### src/rtl/drive_cmd_conditioner.sv
// Synchronises and debounces the driving command buttons and obstacle detectors and holds one command until acknowledged.
// Optional CMD_PRIORITY_EN: resolve simultaneous presses as straight > left > right instead of dropping them.
module drive_cmd_conditioner #(
   parameter logic [31:0] DEBOUNCE_CYCLES = 32'd1000000,
   parameter logic [31:0] CMD_TIMEOUT     = 32'd100000000
) (
   input  logic clk,
   input  logic rst,
   input  logic btn_straight_raw,
   input  logic btn_left_raw,
   input  logic btn_right_raw,
   input  logic det_front_raw,
   input  logic det_back_raw,
   input  logic det_left_raw,
   input  logic det_right_raw,
   input  logic ready,
   output logic go_straight_command,
   output logic turn_left_command,
   output logic turn_right_command,
   output logic front_detector,
   output logic back_detector,
   output logic left_detector,
   output logic right_detector,
   output logic cmd_pending,
   output logic cmd_dropped
);

   typedef enum logic [1:0] {IDLE, ISSUE, ACK, RELEASE} state_t;

   // Bits 2:0 are the buttons (straight, left, right), bits 6:3 the detectors.
   logic [6:0] raw_vec;
   logic [6:0] deb_vec;

   assign raw_vec = {det_right_raw, det_left_raw, det_back_raw, det_front_raw,
                     btn_right_raw, btn_left_raw, btn_straight_raw};

   genvar gi;
   generate
      for (gi = 0; gi < 7; gi++) begin : g_chan
         logic        sync1_q;
         logic        sync2_q;
         logic        deb_q;
         logic        deb_d;
         logic [31:0] cnt_q;
         logic [31:0] cnt_d;

         always_comb begin
            deb_d = deb_q;
            cnt_d = 32'd0;
            if (sync2_q != deb_q) begin
               if (cnt_q == DEBOUNCE_CYCLES - 32'd1) begin
                  deb_d = sync2_q;
               end else begin
                  cnt_d = cnt_q + 32'd1;
               end
            end
         end

         always_ff @(posedge clk or negedge rst) begin
            if (!rst) begin
               sync1_q <= 1'b0;
               sync2_q <= 1'b0;
               deb_q   <= 1'b0;
               cnt_q   <= 32'd0;
            end else begin
               sync1_q <= raw_vec[gi];
               sync2_q <= sync1_q;
               deb_q   <= deb_d;
               cnt_q   <= cnt_d;
            end
         end

         assign deb_vec[gi] = deb_q;
      end
   endgenerate

   logic [2:0]  btn_prev_q;
   logic [2:0]  press_q;
   state_t      state_q, state_d;
   logic [2:0]  cmd_q, cmd_d;
   logic        pending_q, pending_d;
   logic        drop_q, drop_d;
   logic [31:0] tcnt_q, tcnt_d;

   always_comb begin
      state_d   = state_q;
      cmd_d     = cmd_q;
      pending_d = pending_q;
      drop_d    = 1'b0;
      tcnt_d    = 32'd0;
      case (state_q)
         IDLE: begin
            cmd_d     = 3'b000;
            pending_d = 1'b0;
            if (press_q != 3'b000) begin
`ifdef CMD_PRIORITY_EN
               cmd_d     = press_q[0] ? 3'b001 : (press_q[1] ? 3'b010 : 3'b100);
               pending_d = 1'b1;
               state_d   = ISSUE;
`else
               if ((press_q & (press_q - 3'd1)) == 3'd0) begin
                  cmd_d     = press_q;
                  pending_d = 1'b1;
                  state_d   = ISSUE;
               end else begin
                  drop_d = 1'b1;
               end
`endif
            end
         end
         ISSUE: begin
            if (ready) begin
               state_d = ACK;
            end else if (tcnt_q == CMD_TIMEOUT - 32'd1) begin
               cmd_d     = 3'b000;
               pending_d = 1'b0;
               drop_d    = 1'b1;
               state_d   = RELEASE;
            end else begin
               tcnt_d = tcnt_q + 32'd1;
            end
         end
         ACK: begin
            cmd_d     = 3'b000;
            pending_d = 1'b0;
            state_d   = RELEASE;
         end
         default: begin
            // Wait for every button to be released so a held button cannot re-issue.
            cmd_d     = 3'b000;
            pending_d = 1'b0;
            if (deb_vec[2:0] == 3'b000) state_d = IDLE;
         end
      endcase
   end

   always_ff @(posedge clk or negedge rst) begin
      if (!rst) begin
         btn_prev_q <= 3'b000;
         press_q    <= 3'b000;
         state_q    <= IDLE;
         cmd_q      <= 3'b000;
         pending_q  <= 1'b0;
         drop_q     <= 1'b0;
         tcnt_q     <= 32'd0;
      end else begin
         btn_prev_q <= deb_vec[2:0];
         press_q    <= deb_vec[2:0] & ~btn_prev_q;
         state_q    <= state_d;
         cmd_q      <= cmd_d;
         pending_q  <= pending_d;
         drop_q     <= drop_d;
         tcnt_q     <= tcnt_d;
      end
   end

   assign go_straight_command = cmd_q[0];
   assign turn_left_command   = cmd_q[1];
   assign turn_right_command  = cmd_q[2];
   assign front_detector      = deb_vec[3];
   assign back_detector       = deb_vec[4];
   assign left_detector       = deb_vec[5];
   assign right_detector      = deb_vec[6];
   assign cmd_pending         = pending_q;
   assign cmd_dropped         = drop_q;

endmodule

### config.mk
export PLATFORM = sky130hd
export DESIGN_NAME = drive_cmd_conditioner
export DESIGN_NICKNAME = d
export VERILOG_FILES = /design/src/rtl/drive_cmd_conditioner.sv
export SDC_FILE = /design/constraint.sdc
export NUM_CORES = 1
export LEC_CHECK = 0
export CAP_MARGIN = 20
export CORE_MARGIN = 2
export CORE_UTILIZATION = 60
export DETAILED_ROUTE_END_ITERATION = 7
export DONT_BUFFER_PORTS = 1
export PLACE_DENSITY = 0.83
export SLEW_MARGIN = 10
export SYNTH_ARGS = -nofsm -noshare
export SYNTH_HDL_FRONTEND = slang
export SYNTH_SLANG_ARGS = --single-unit
### constraint.sdc
create_clock -name clk -period 3.76 [get_ports clk]
set_clock_uncertainty 0.15 [all_clocks]
set_input_delay 0.752 -clock clk [delete_from_list [all_inputs] [get_ports clk]]
set_output_delay 0.752 -clock clk [all_outputs]
set_load 0.02 [all_outputs]
==> impl_metrics.ini <==
[pwr]
p_comb_frac = 0.012
pwr-share-seq = 0.506
p_int_uw = 5003
power.share.clock = 0.482
p_sw_frac = 0.2022
switchingPower_uw = 1268
p_leak_uw = 0.006532
p_per_area_nw_per_um2 = 408.2
peakVddDrop_v = 0.0003927

[placement]
post-dp-hpwl_mm = 16.76
port-buffer-count = 0
pre_cts_slack_ns = 1.078
gp_congestion = 0.8963

[synth]
ys_async_sr_fraction = 1.000
yosysTopAreaCellShare = 0.5130
ys_top_cells_by_area = dfrtp_1, xor2_1, nor2_1
yosysSeqAreaShare = 0.5130
yosys.area.top_type = dfrtp_1
synth_flop_cell = dfrtp_1
synth_cell_type_count = 39
synth.avg_cell_area_sq_um = 9.878
synth_area_sq_um = 14140
syn_inst = 1432
synth_edf_count = 0
ys_seq_elements = 290
yosys_warnings = 0
synthesis.nets = 1454

[clocking]
cts_max_level = 1
clk_pin_slew_ns = 0.06
cts_resized = 0
cts_buffers = 31
cts-root-buf = clkbuf_16
cts_setup_buffers = 0
cts_sinks = 290
clkLatencyLatePin_ns = 0.56
clock_path_buffers = 3
cts_tree = done

[drt]
first_iter_violations = 772
drc = 0
ant_nets = 0
drt_pass1_iterations = 5
viasPerCell = 5.749
wire_per_inst_um = 15.19
routed_wl_mm = 26.74
vias = 10120

[critical_path]
worstSetupEndpointType = flip-flop
worstPathArrival_ns = 3.05
critical_path_class = reg2reg
crit_path_start = tcnt_q[9]
start_kind = flip-flop
required_ns = 4.03
r2r-start = tcnt_q[9]
critPathMaxFanout = 24

[die]
start_util = 0.6062
pin_count = 19
num_rows = 56
die_w_um = 157.5
core-area_sq_um = 23330
dieArea_sq_um = 24820
die_y_um = 157.5

[layout]
final_nets = 1439
drive_gt1_frac = 0.05968
seqCellArea_sq_um = 7257
syn_to_final_growth_pct = 8.598
diodes = 0
multi_input_comb_area_sq_um = 6548
fill_cells = 1725

[global_route]
track_usage = 0.2232
gr-total-overflow = 0
antenna_found_initial = 0
grt_pass1_wl_mm = 46.35
grt_pass1_vias = 9891
grt_max_degree = 291

[sta]
finalCriticalPeriod_ns = 2.779
rsz0062_at_grt = no
clock.fmax_mhz = 359.9
drv_slew = 0
finalCritPeriodShare = 0.7390
max_slew_margin = 0.3365
setup_violations = 0
worst_slack_ns = 0.9814
tns_ns = 0
hold_viol = 290
worstMarginPinSlew_ns = 0.9870
worst_hold_slack_ns = -0.2710

[run_status]
failed_checks = hold timing
status = finished with violations

[flow_run]
maxCapViolations = 0

[hold_path]
hold_class = in2async
cells in the mapped netlist, drive strengths merged, types with 6 or more instances:
cell type	n
mux2	13
nor3	28
nor4	52
nand2	71
or3	15
nand4b	7
and3	53
clkbuf	46
dfrtp	290
and4	28
or2	13
o21ai	14
xnor2	84
xor2	151
nand3	98
and2	11
nor2	279
ha	12
nor4b	12
nand4	92
a21oi	15
buf	6
inv	27
placed cells by master, fill, tap and decap left out, drive strengths merged, types with 28 or more instances in the layout:
cell type,instances
nor4,52
nor2,279
and3,53
xor2,151
dfrtp,290
nor3,28
xnor2,84
and4,28
nand2,71
clkbuf,52
nand3,98
inv,28
nand4,92
cell families after synthesis:
kind of cell,synth area share
AND/OR/NAND/NOR,0.2818
multiplexers,0.01035
AO/OA/AOI/OAI,0.01460
buffers and inverters,0.02406
adder cells (fa/ha/maj),0.01061
flip-flops,0.5130
XOR/XNOR,0.1455
stage by stage:
| step | hold WS, ns | power [uW] | utilization | cells | cell area, sq um |
|---|---|---|---|---|---|
| detailed placement | 0.1862 | 3305 | 0.6144 | 1703 | 14340 |
| finish | -0.2710 | 6270 | 0.6584 | 1760 | 15360 |
| CTS | -0.2794 | 6333 | 0.6584 | 1760 | 15360 |
| floorplan | 0.1812 | 3291 | - | 1432 | 14140 |
| global route | -0.2919 | 6487 | 0.6584 | 1760 | 15360 |
| global placement | 0.1824 | 3300 | 0.6144 | 1703 | 14340 |
area by class of cell:
cell class	instances	share of cell area
clock inverter	5	0.005294
inverter	27	0.006598
multi-input combinational	1063	0.4262
sequential	290	0.4724
clock buffer	52	0.06150
timing repair buffer	4	0.001955
tap	319	0.02598
metal layers:
layer | wire length [um] | GRT usage
met5 | 0 | 0
met3 | 1300 | 0.03937
met2 | 13080 | 0.3664
met4 | 376 | 0.05844
met1 | 11980 | 0.3093
registers in the layout, summed over array words and instances, names as in the netlist, 2 cells and up:
register,cells
btn_prev_q,3
cmd_q,3
g_chan.cnt_q,224
g_chan.deb_q,3
g_chan.sync1_q,7
g_chan.sync2_q,7
press_q,3
state_q,2
tcnt_q,32
power groups by stage:
| stage | clock [uW] | sequential [uW] | combinational [uW] |
|---|---|---|---|
| after detailed placement | 0 | 3230 | 76.8 |
| after global placement | 0 | 3230 | 74.2 |
| after floorplan | 0 | 3220 | 67.7 |
| final | 3020 | 3170 | 77.1 |
| after global routing | 3220 | 3170 | 89.3 |
| after CTS | 3080 | 3170 | 77.9 |
final timing paths:
check                           depth (start not counted)                  end  slack (ns)
worst max register to register                          6           tcnt_q[26]        0.98
min in group clk                                        0    g_chan[2].sync1_q        0.06
worst min-delay path                                    0  g_chan[5].cnt_q[10]       -0.27
max in group asynchronous                               0  g_chan[6].cnt_q[20]        2.96
worst min register to register                          0    g_chan[6].sync2_q        0.20
worst max-delay path                                    6           tcnt_q[26]        0.98
worst max-delay path: stages (launching register included):
cell	delay (ns)
dfrtp_1	0.45
or4b_1	0.54
or3_1	0.42
nor4_4	0.32
or2_1	0.33
buf_4	0.33
nor2_1	0.10
No activity file was read; power rests on OpenSTA's default activity.
